### config.mk
export PLATFORM = sky130hd
export DESIGN_NAME = zcd_window_packetizer
export DESIGN_NICKNAME = d
export VERILOG_FILES = /design/src/rtl/zcd_window_packetizer.sv
export SDC_FILE = /design/constraint.sdc
export NUM_CORES = 1
export LEC_CHECK = 0
export ABC_AREA = 1
export BUFFER_PORTS_ARGS = -buffer_cell sky130_fd_sc_hd__buf_2
export CORE_MARGIN = 4
export CORE_UTILIZATION = 30
export CTS_CLUSTER_SIZE = 20
export DETAILED_ROUTE_END_ITERATION = 8
export SYNTH_ARGS = -nofsm -noshare
export SYNTH_HDL_FRONTEND = slang
export SYNTH_SLANG_ARGS = --single-unit
### constraint.sdc
create_clock -name clk -period 11.6 [get_ports clk]
set_input_delay 2.32 -clock clk [delete_from_list [all_inputs] [get_ports clk]]
set_output_delay 2.32 -clock clk [all_outputs]
set_load 0.03 [all_outputs]
### src/rtl/zcd_window_packetizer.sv
// zcd_window_packetizer: gates the ADC sample stream with the zero-crossing detector's capture
// window, forms packets that begin on a zero crossing, and streams them out through a
// first-word-fall-through FIFO as an AXI-Stream master with tlast on the final sample.
module zcd_window_packetizer #(
    parameter int unsigned DATA_WIDTH = 46,
    parameter int unsigned REG_WIDTH  = 32,
    parameter int unsigned FIFO_DEPTH = 16
) (
    input  logic                  clk,
    input  logic                  rst,
    input  logic [DATA_WIDTH-1:0] in_data,
    input  logic                  in_data_valid,
    input  logic                  in_save,
    input  logic                  in_start,
    input  logic [REG_WIDTH-1:0]  max_packet,
    input  logic                  clear_status,
    output logic [DATA_WIDTH-1:0] m_axis_tdata,
    output logic                  m_axis_tvalid,
    input  logic                  m_axis_tready,
    output logic                  m_axis_tlast,
    output logic [REG_WIDTH-3:0]  out_counter_pos,
    output logic [REG_WIDTH-1:0]  packet_len,
    output logic [REG_WIDTH-1:0]  packet_count,
    output logic                  overflow
);

    localparam int unsigned AW = $clog2(FIFO_DEPTH);

    localparam logic [1:0] ST_IDLE    = 2'd0;
    localparam logic [1:0] ST_ARMED   = 2'd1;
    localparam logic [1:0] ST_CAPTURE = 2'd2;
    localparam logic [1:0] ST_FLUSH   = 2'd3;

    localparam logic [REG_WIDTH-1:0] CNT_SAT = '1;

    logic [1:0]            state_q, state_d;
    logic [DATA_WIDTH-1:0] hold_data_q, hold_data_d;
    logic                  hold_v_q, hold_v_d;
    logic [REG_WIDTH-1:0]  count_q, count_d;
    logic [REG_WIDTH-1:0]  packet_len_q, packet_len_d;
    logic [REG_WIDTH-1:0]  packet_count_q, packet_count_d;
    logic                  overflow_q, overflow_d;
    logic [AW:0]           wr_ptr_q, wr_ptr_d;
    logic [AW:0]           rd_ptr_q, rd_ptr_d;

    logic [DATA_WIDTH-1:0] data_mem_q [FIFO_DEPTH];
    logic [FIFO_DEPTH-1:0] last_mem_q;

    logic          push;
    logic          push_last;
    logic          end_evt;
    logic          fifo_empty;
    logic          fifo_full;
    logic          pop;
    logic          mem_we;
    logic          drop;
    logic          fix_last;
    logic [AW-1:0] wr_idx;
    logic [AW-1:0] rd_idx;
    logic [AW-1:0] tail_idx;

    // Capture FSM: hold one sample back so tlast can be attached once the end is known.
    always_comb begin
        state_d        = state_q;
        hold_data_d    = hold_data_q;
        hold_v_d       = hold_v_q;
        count_d        = count_q;
        packet_len_d   = packet_len_q;
        packet_count_d = packet_count_q;
        push           = 1'b0;
        push_last      = 1'b0;
        end_evt        = 1'b0;

        case (state_q)
            ST_IDLE: begin
                count_d = '0;
                if (in_save) begin
                    state_d = ST_ARMED;
                end
            end
            ST_ARMED: begin
                if (!in_save) begin
                    state_d = ST_IDLE;
                end else if (in_start && in_data_valid) begin
                    hold_data_d = in_data;
                    hold_v_d    = 1'b1;
                    count_d     = {{(REG_WIDTH-1){1'b0}}, 1'b1};
                    state_d     = ST_CAPTURE;
                end
            end
            ST_CAPTURE: begin
                // The cap compares the already-incremented count, so tlast trails the
                // capping sample by one cycle and a sample in this cycle is discarded.
                end_evt = !in_save || ((max_packet != '0) && (count_q == max_packet));
                if (end_evt) begin
                    push           = hold_v_q;
                    push_last      = 1'b1;
                    hold_v_d       = 1'b0;
                    packet_len_d   = count_q;
                    packet_count_d = packet_count_q + 1'b1;
                    state_d        = ST_FLUSH;
                end else if (in_data_valid) begin
                    push        = hold_v_q;
                    hold_data_d = in_data;
                    hold_v_d    = 1'b1;
                    if (count_q != CNT_SAT) begin
                        count_d = count_q + 1'b1;
                    end
                end
            end
            ST_FLUSH: begin
                // A capped packet waits here until the window closes.
                if (!in_save) begin
                    state_d = ST_IDLE;
                end
            end
            default: begin
                state_d = ST_IDLE;
            end
        endcase

        // Clear wins over a same-cycle packet completion.
        if (clear_status) begin
            packet_count_d = '0;
        end
    end

    // FIFO control: push/pop bookkeeping, drop-on-full and sticky overflow.
    always_comb begin
        wr_idx     = wr_ptr_q[AW-1:0];
        rd_idx     = rd_ptr_q[AW-1:0];
        tail_idx   = wr_idx - {{(AW-1){1'b0}}, 1'b1};
        fifo_empty = (wr_ptr_q == rd_ptr_q);
        fifo_full  = (wr_ptr_q[AW] != rd_ptr_q[AW]) && (wr_idx == rd_idx);
        pop        = !fifo_empty && m_axis_tready;
        // A pop frees the slot the push lands in, so full+pop still accepts the push.
        mem_we     = push && (!fifo_full || pop);
        drop       = push && fifo_full && !pop;
        // A dropped terminator moves tlast onto the newest stored entry.
        fix_last   = drop && push_last;
        wr_ptr_d   = wr_ptr_q + {{AW{1'b0}}, mem_we};
        rd_ptr_d   = rd_ptr_q + {{AW{1'b0}}, pop};

        overflow_d = clear_status ? 1'b0 : overflow_q;
        if (drop) begin
            overflow_d = 1'b1;
        end
    end

    // State and status registers with asynchronous active-low reset.
    always_ff @(posedge clk or negedge rst) begin
        if (!rst) begin
            state_q        <= ST_IDLE;
            hold_data_q    <= '0;
            hold_v_q       <= 1'b0;
            count_q        <= '0;
            packet_len_q   <= '0;
            packet_count_q <= '0;
            overflow_q     <= 1'b0;
            wr_ptr_q       <= '0;
            rd_ptr_q       <= '0;
        end else begin
            state_q        <= state_d;
            hold_data_q    <= hold_data_d;
            hold_v_q       <= hold_v_d;
            count_q        <= count_d;
            packet_len_q   <= packet_len_d;
            packet_count_q <= packet_count_d;
            overflow_q     <= overflow_d;
            wr_ptr_q       <= wr_ptr_d;
            rd_ptr_q       <= rd_ptr_d;
        end
    end

    // FIFO storage; contents need no reset since the pointers define validity.
    always_ff @(posedge clk) begin
        if (mem_we) begin
            data_mem_q[wr_idx] <= hold_data_q;
            last_mem_q[wr_idx] <= push_last;
        end
        if (fix_last) begin
            last_mem_q[tail_idx] <= 1'b1;
        end
    end

    // Outputs are forced to zero while the FIFO is empty so reset shows all zeros.
    always_comb begin
        m_axis_tvalid   = !fifo_empty;
        m_axis_tdata    = fifo_empty ? '0 : data_mem_q[rd_idx];
        m_axis_tlast    = fifo_empty ? 1'b0 : last_mem_q[rd_idx];
        out_counter_pos = ((state_q == ST_CAPTURE) || (state_q == ST_FLUSH)) ?
                          count_q[REG_WIDTH-3:0] : '0;
        packet_len      = packet_len_q;
        packet_count    = packet_count_q;
        overflow        = overflow_q;
    end

endmodule

Yosys cells after proc, flatten, opt, wreduce, memory -nomap -nowiden
Memory sizes are Yosys's and may differ from the RTL's.
Index checks and enable logic that the tools add are counted.
{"block": "op_classes", "n_reduce_logical": 30, "n_eq_ne": 18, "order_cmp": 5, "muxes": 46, "n_bitwise": 1, "addsub": 5, "n_mul": 0, "div_mod_pow": 0, "n_shift": 0}
{"cell": "$mux W32", "count": 8}
{"cell": "$mux W46", "count": 5}
{"cell": "$pmux W32 S3", "count": 1}
{"cell": "$pmux W46 S2", "count": 1}
{"cell": "$add A32 B1 Y32 const B", "count": 2}
{"cell": "$eq A32 B32 Y1", "count": 1}
{"cell": "$mux W16", "count": 2}
{"cell": "$ne A32 B32 Y1 const B", "count": 1}
{"cell": "$reduce_bool A32 Y1", "count": 1}
{"cell": "$mux W30", "count": 1}
{"cell": "$mux W1", "count": 17}
{"cell": "$bwmux W16", "count": 1}
{"cell": "$ne A2 B2 Y1 const B", "count": 8}
{"cell": "$or A16 B16 Y16", "count": 1}
{"cell": "$lt A4 B5 Y1 const B", "count": 3}
{"cell": "$add A5 B1 Y5", "count": 2}
{"cell": "$logic_and A1 B1 Y1", "count": 10}
{"cell": "$mux W2", "count": 5}
{"cell": "$demux W1 S4", "count": 2}
{"cell": "$ge A4 B1 Y1 const B", "count": 2}
{"cell": "$pmux W2 S4", "count": 1}
{"cell": "$reduce_and A4 Y1", "count": 2}
{"cell": "$reduce_bool A2 Y1", "count": 4}
{"cell": "$ne A3 B3 Y1 const B", "count": 2}
{"cell": "other kinds (15)", "count": 22}
{"block": "word_totals", "register_bits": 172, "wordCells": 116, "input_bits": 85, "latch_bits": 0, "n_memories": 1, "output_inout_bits": 143, "romBits": 0, "ram_bits": 736}
{"memory": "data_mem_q", "words": 16, "width": 46, "rd": 1, "rd_clocked_by_memory_dff": 0, "write_ports": 1, "line": "46", "text": "logic [DATA_WIDTH-1:0] data_mem_q [FIFO_DEPTH];"}

Logic depth before layout (Yosys ltp)
Gate-level depths: netlist (run 1).
{"block": "depth", "depth_word": 9, "mapped_depth": 17, "mapped_depth_nobuf": 16}

Worst setup path before layout (run 1)
No wires, ideal clock.
{"block": "synth_timing", "path_kind": "input -> register", "from": "input port max_packet[1]", "to": "memory data_mem_q[0][0] (enable)", "slack_ps": 5914, "setup_time_ps": 449, "cell_stages": 10, "required_ps": 11151, "arrival_ps": 5236, "cell_sequence": "xnor2_1 -> nand2_1 -> nor2_1 -> nand2_1 -> nor2_1 -> nand3_2 -> nand3_1 -> nand3_1 -> buf_2 -> nor2_1"}
{"block": "synth_between", "elab_chain_len": 8}
{"item": "from (decl)", "line": "15", "text": "input logic [REG_WIDTH-1:0] max_packet,"}
{"item": "$eq A32 B32 Y1 or $reduce_bool A32 Y1 (tied branches)", "line": "94", "text": "end_evt = !in_save || ((max_packet != '0) && (count_q == max_packet));"}
{"item": "$logic_and A1 B1 Y1 *", "line": "94"}
{"item": "$logic_or A1 B1 Y1 *", "line": "94"}
{"item": "$mux W1 *", "line": "95", "text": "if (end_evt) begin"}
{"item": "$mux W1 *", "line": "74", "text": "case (state_q)"}
{"item": "$logic_and A1 B1 Y1 *", "line": "137", "text": "mem_we = push && (!fifo_full || pop);"}
{"item": "$mux W1 *", "line": "177", "text": "if (mem_we) begin"}
{"item": "$mux W1 (not written as such) *", "line": "178", "text": "data_mem_q[wr_idx] <= hold_data_q;"}
{"item": "to (decl)", "line": "46"}
Mark *: on every way between the ends. The rest lies on a longest branch, timed or not.

Worst setup path after layout (run 1)
{"block": "layout_timing", "from": "register rd_ptr_q[0]", "to": "output port m_axis_tdata[20]"}
{"block": "layout_between", "elab_chain_len": 2}
{"item": "from (decl)", "line": "44", "text": "logic [AW:0] rd_ptr_q, rd_ptr_d;"}
{"item": "from (signal assigned)", "line": "171", "text": "rd_ptr_q <= rd_ptr_d;"}
{"item": "$mem_v2 Z16 W46 or $eq A5 B5 Y1 (tied branches)"}
{"item": "$mux W46 *", "line": "189", "text": "m_axis_tdata = fifo_empty ? '0 : data_mem_q[rd_idx];"}
{"item": "to (decl)", "line": "17", "text": "output logic [DATA_WIDTH-1:0] m_axis_tdata,"}
Marked as above.

==> impl_metrics.ini, run 1 <==
[clocking]
clock_path_buffers = 3
ctsHoldBuffers = 0
ctsResizeCount = 0
numCtsBuffers = 98
h-tree-depth = 3
cts_setup_buffers = 0
clk_latency_ps = 690
clkSinkCount = 908
clockRootBuffer = clkbuf_16
cts_tree = done
clk_pin_slew_ps = 60

[worst_hold_path]
min_path_type = reg -> reg
hold_path_end = packet_len[6]$_DFFE_PN0P_
holdPathStages = 2
hold_start = packet_len[6]$_DFFE_PN0P_

[timing]
rsz0062_at_grt = false
hold_violations = 0
tightest_slew_ps = 1166
max_freq_mhz = 133.6
skew_ps = 49.08
finalSetupViolCount = 0
slew_violations = 0
finalCritPeriodShare_pct = 64.51
fin_crit_ps = 7484
relSlewSlack_pct = 22.08
fin_setup_tns_ps = 0

[synthesis]
synth_cells = 3313
yosysTopAreaCellShare_pct = 57.70
ys_types = 38
avgSynthCellArea_um2 = 11.56
synthArstFlopShare_pct = 17.18
synth_flop_cell = edfxtp_1
ys_seq_area_share_pct = 68.73
yosysWarnings = 0
synth_common_cells = edfxtp_1, nor2_1, nand2_1
ys_ff_latch = 908
synth_nets = 3408
syn_area_um2 = 38300
synth_top_area_cell = edfxtp_1
synth_edf_count = 736
yosys-top-cells-area = edfxtp_1, dfrtp_1, nor2_1
synth.most_common_cell = edfxtp_1

[worst_setup_path]
crit_path_start_kind = flip-flop
worstPathArrival_ps = 5160
timing.rr.start = rd_ptr_q[0]$_DFF_PN0_
required_ps = 9280
reg2reg_slack_ps = 7350
reg2reg_to = data_mem_q[6][9]$_DFFE_PP_
cp_max_fo = 202
r2r_cells = 8
criticalPathCategory = reg -> out
end_kind = primary output

[drt]
viasPerCell = 5.071
drtPass1Iterations = 5
num_vias = 26460
drtAntennaViolNets = 0
wl_um = 108700
dr.first_iter.drc_count = 2314
wire_per_inst_um = 20.84
post-route-drc-count = 0

[layout]
multiInputGateArea_um2 = 10720
num-nets-final = 3570
drive_above_1_share_pct = 12.72
seq_area_um2 = 26340
area_growth_pct = 16.20
final_cells = 5218
n_fill_cell = 12370

[die]
initial_utilization_pct = 30.34
die_w_um = 365.3
die_h_um = 365.3
num_rows = 130
core_area_um2 = 126200
io-pin-count = 228
dieArea_um2 = 133400

[outcome]
status = finished clean

[pwr]
power_switching_share_pct = 38.47
peakVddDrop_mv = 0.3709
p_switching_mw = 4.314
total_power_mw = 11.22
leakagePower_nw = 15.77
seqPwrFrac_pct = 40.2
p_int_mw = 6.901
clkPwrFrac_pct = 28.8
p_per_area_nw_per_um2 = 252.0
p_comb_share_pct = 31.0

[global_routing]
grt_use_total_pct = 15.91
grt_max_degree = 259
grt-ovfl-total = 0
antenna_found_initial = 13
grt_pass1_wl_um = 162000
grt_pass1_vias = 25400

[placed_design]
hpwl_um = 59400
gp_congestion = 0.8691
dp_cells = 5025
io_buffers = 227

[flow_run]
maxCapViolCount = 0
-- logic make-up (layout without fill, tap and decap cells) --
logic type,Yosys count,count (layout),synth area share [%]
buffers and inverters,344,592,3.688
other,0,7,0
adders and majority gates,10,10,0.3267
AOI/OAI and AO/OA,548,548,9.310
and+or+nand+nor,1359,1359,14.38
xor gates and xnor gates,63,63,1.441
DFF,908,908,68.73
muxes,81,81,2.117
-- placed cells by master, fill, tap and decap left out, drive strengths merged, types with 2 or more instances in the layout --
| cell | count |
|---|---|
| clkinv | 41 |
| mux2i | 81 |
| a31oi | 47 |
| a21oi | 9 |
| nand4 | 29 |
| buf | 263 |
| nand2 | 541 |
| nor4 | 5 |
| edfxtp | 736 |
| o211ai | 13 |
| bufinv | 13 |
| xor2 | 36 |
| nor2 | 565 |
| dfxtp | 16 |
| diode | 7 |
| o31ai | 9 |
| o21ai | 280 |
| clkinvlp | 2 |
| clkbuf | 126 |
| inv | 147 |
| ha | 10 |
| nor3 | 63 |
| nand3 | 150 |
| o32ai | 107 |
| dfrtp | 156 |
| xnor2 | 27 |
| nand3b | 4 |
| o221ai | 81 |
-- worst max-delay path by stage --
| stage | cells past startpoint | slack (ps) | from | to |
|---|---|---|---|---|
| 5_1_grt | 7 | 3930 | rd_ptr_q[0]$_DFF_PN0_ | m_axis_tdata[20] |
| 3_5_place_dp | 7 | 4960 | rd_ptr_q[0]$_DFF_PN0_ | m_axis_tdata[20] |
| 6_report | 7 | 4120 | rd_ptr_q[0]$_DFF_PN0_ | m_axis_tdata[20] |
| 3_3_place_gp | 7 | 4980 | rd_ptr_q[0]$_DFF_PN0_ | m_axis_tdata[20] |
| 4_1_cts | 7 | 4190 | rd_ptr_q[0]$_DFF_PN0_ | m_axis_tdata[20] |
| 2_1_floorplan | 10 | 5910 | max_packet[1] | data_mem_q[0][0]$_DFFE_PP_ |
-- area by class of cell --
type                       instances  share of cell area, %
clock inverter                    61                  1.704
multi-input combinational       2061                  24.10
antenna                            7                0.03936
tap                             1650                  4.639
timing repair buffer             264                  3.253
sequential                       908                  59.18
inverter                         142                  1.215
clock buffer                     125                  5.876
-- power by group through the flow --
stage               combinational (mW)  clock (mW)  sequential [mW]
global placement                  3.50           0             4.56
floorplan                         2.40           0             4.40
detailed placement                3.52           0             4.58
CTS                               3.54        3.30             4.51
finish                            3.47        3.23             4.51
global route                      3.79        3.45             4.57
-- metrics by stage --
step	util (%)	hold slack [ps]	area (um^2)	worst slack, ps
after CTS	35.24	490.3	44490	4192
after detailed placement	32.57	471.7	41110	4957
after floorplan	-	458.9	38300	5914
after global routing	35.25	506.0	44490	3928
after global placement	32.57	466.4	41110	4984
final	35.26	481.0	44500	4116
-- flip-flops by register name, indices dropped and copies added, names as in the netlist, named ones only --
signal / flops
packet_len: 32
state_q: 1
packet_count: 32
rd_ptr_q: 5
last_mem_q: 16
data_mem_q: 736
hold_data_q: 46
overflow: 1
wr_ptr_q: 5
hold_v_q: 1
count_q: 32
-- critical path, cell delays in order (launching register included) --
cell,delay (ps)
dfrtp_4,1180
buf_12,740
buf_4,920
o21ai_0,230
o221ai_1,250
nand3_1,120
a31oi_1,440
buf_2,300
-- layer usage --
metal / vias up / global-route usage, % / part of all wire (%)
met3: 166 / 2.764 / 7.1
li1: 12210 / - / -
met2: 961 / 26.35 / 48
met5: - / 0 / 0.045
met4: 8 / 4.282 / 2.1
met1: 13120 / 21.64 / 43
No activity file was read; power rests on OpenSTA's default activity.
==> run 2: changes to the inputs <==
clock period = 6.1 ns   (was 11.6 ns; I/O delays follow)
==> run 2 against run 1 <==
Non-clock buffer count is 11 higher. Flip-flop and latch count stayed put. Sequential share of layout area is 0.24 points higher. Critical path depth is 1 lower. Sequential power is 93% higher. Via count is 0.78% lower. Worst hold slack better by 0.83 ps. Largest cell class unchanged. Largest power group unchanged.
==> impl_metrics.ini, run 2 (same netlist as run 1, synthesis figures left out) <==
[outcome]
status = finished clean

[timing]
setup_ws_ps = 968.9
fin_setup_tns_ps = 0
fin_crit_ps = 5131
rsz0062_at_grt = false
max_freq_mhz = 194.9
slew_violations = 0
skew_ps = 31.44
hold_slack_ps = 481.8
finalSetupViolCount = 0
finalCritPeriodShare_pct = 84.12
relSlewSlack_pct = 32.96
hold_violations = 0
tightest_slew_ps = 1006

[worst_setup_path]
reg2reg_to = data_mem_q[14][28]$_DFFE_PP_
worstPathArrival_ps = 3910
cp_max_fo = 156
reg2reg_slack_ps = 2060
end_kind = primary output
required_ps = 4880
crit_path_start_kind = flip-flop
criticalPathCategory = reg -> out
r2r_cells = 8
timing.rr.start = rd_ptr_q[2]$_DFF_PN0_

[global_routing]
grt_max_degree = 157
antenna_found_initial = 9
grt_use_total_pct = 15.21
grt_pass1_vias = 25940
grt_pass1_wl_um = 158100
grt-ovfl-total = 0

[clocking]
numCtsBuffers = 97
clk_latency_ps = 660
clock_path_buffers = 3
cts_tree = done
clockRootBuffer = clkbuf_16
h-tree-depth = 3
ctsHoldBuffers = 0
clk_pin_slew_ps = 60
clkSinkCount = 908
cts_setup_buffers = 0
ctsResizeCount = 0

[pwr]
p_per_area_nw_per_um2 = 472.3
peakVddDrop_mv = 0.3128
leakagePower_nw = 15.70

[die]
dieArea_um2 = 133400
die_w_um = 365.3
die_h_um = 365.3
initial_utilization_pct = 30.34
core_area_um2 = 126200
num_rows = 130
io-pin-count = 228

[worst_hold_path]
holdPathStages = 2
min_path_type = reg -> reg
hold_start = packet_len[9]$_DFFE_PN0P_
hold_path_end = packet_len[9]$_DFFE_PN0P_

[flow_run]
maxCapViolCount = 0

[drt]
post-route-drc-count = 0
viasPerCell = 5.031
dr.first_iter.drc_count = 1944
num_vias = 26260
wire_per_inst_um = 19.68
drtPass1Iterations = 5
wl_um = 102700
drtAntennaViolNets = 0

[layout]
seq_area_um2 = 26340
largest_reg_flops = 736
top_regs = data_mem_q (736), hold_data_q (46)
regMostFlops = data_mem_q
final_common_cell = edfxtp_1
num-nets-final = 3580
n_fill_cell = 12450
layout_common_cells = edfxtp_1, nor2_1, nand2_1
drive_above_1_share_pct = 12.71
area_growth_pct = 15.73
fin_util_pct = 35.12
multiInputGateArea_um2 = 10720

[placed_design]
hpwl_um = 61300
place_ws_ps = 1496
gp_congestion = 0.8833
io_buffers = 227
-- run 2: metal layers --
layer,up-vias,GRT usage (%),wire length [um]
li1,12220,-,-
met1,13050,20.80,45580
met3,159,2.486,6209
met4,4,4.344,2362
met5,-,0,27
met2,828,25.03,48560
-- run 2: area by class of cell --
class	count	area share (%)
Inverter	142	1.219
Antenna cell	5	0.02823
Clock inverter	56	1.245
Sequential cell	908	59.42
Clock buffer	122	5.733
Tap cell	1650	4.657
Multi-Input combinational cell	2061	24.19
Timing Repair Buffer	275	3.509
-- run 2: worst max path at each step --
stage          slack (ps)                            to                  start  cells past startpoint
2_1_floorplan        1510    data_mem_q[0][0]$_DFFE_PP_          max_packet[1]                     10
3_3_place_gp         1530  data_mem_q[14][29]$_DFFE_PP_          max_packet[1]                     12
3_5_place_dp         1500  data_mem_q[15][29]$_DFFE_PP_          max_packet[1]                     12
4_1_cts              1030              m_axis_tdata[36]  rd_ptr_q[1]$_DFF_PN0_                      6
5_1_grt               730              m_axis_tdata[42]  rd_ptr_q[1]$_DFF_PN0_                      6
6_report              970              m_axis_tdata[44]  rd_ptr_q[1]$_DFF_PN0_                      6
-- run 2: report_power, final --
| part | internal (mW) | switching [mW] | leakage (nW) |
|---|---|---|---|
| Clock | 3.34 | 2.43 | 1.51 |
| Combinational | 1.82 | 4.66 | 5.32 |
| Sequential | 7.70 | 1.00 | 8.87 |
| Total | 12.9 | 8.08 | 15.7 |
-- run 2: per-stage QoR --
step	power [mW]	cell area, um^2	instances
floorplan	12.93	38300	3313
global placement	15.37	41220	5036
detailed placement	15.45	41220	5036
CTS	21.26	44310	5214
global route	22.17	44310	5214
finish	20.94	44330	5219
-- run 2: critical path, cell delays in order (launching register included) --
cell	delay [ps]
dfrtp_4	1050
buf_12	480
o21ai_0	190
o221ai_1	230
nand3_1	170
a31oi_1	550
buf_2	320
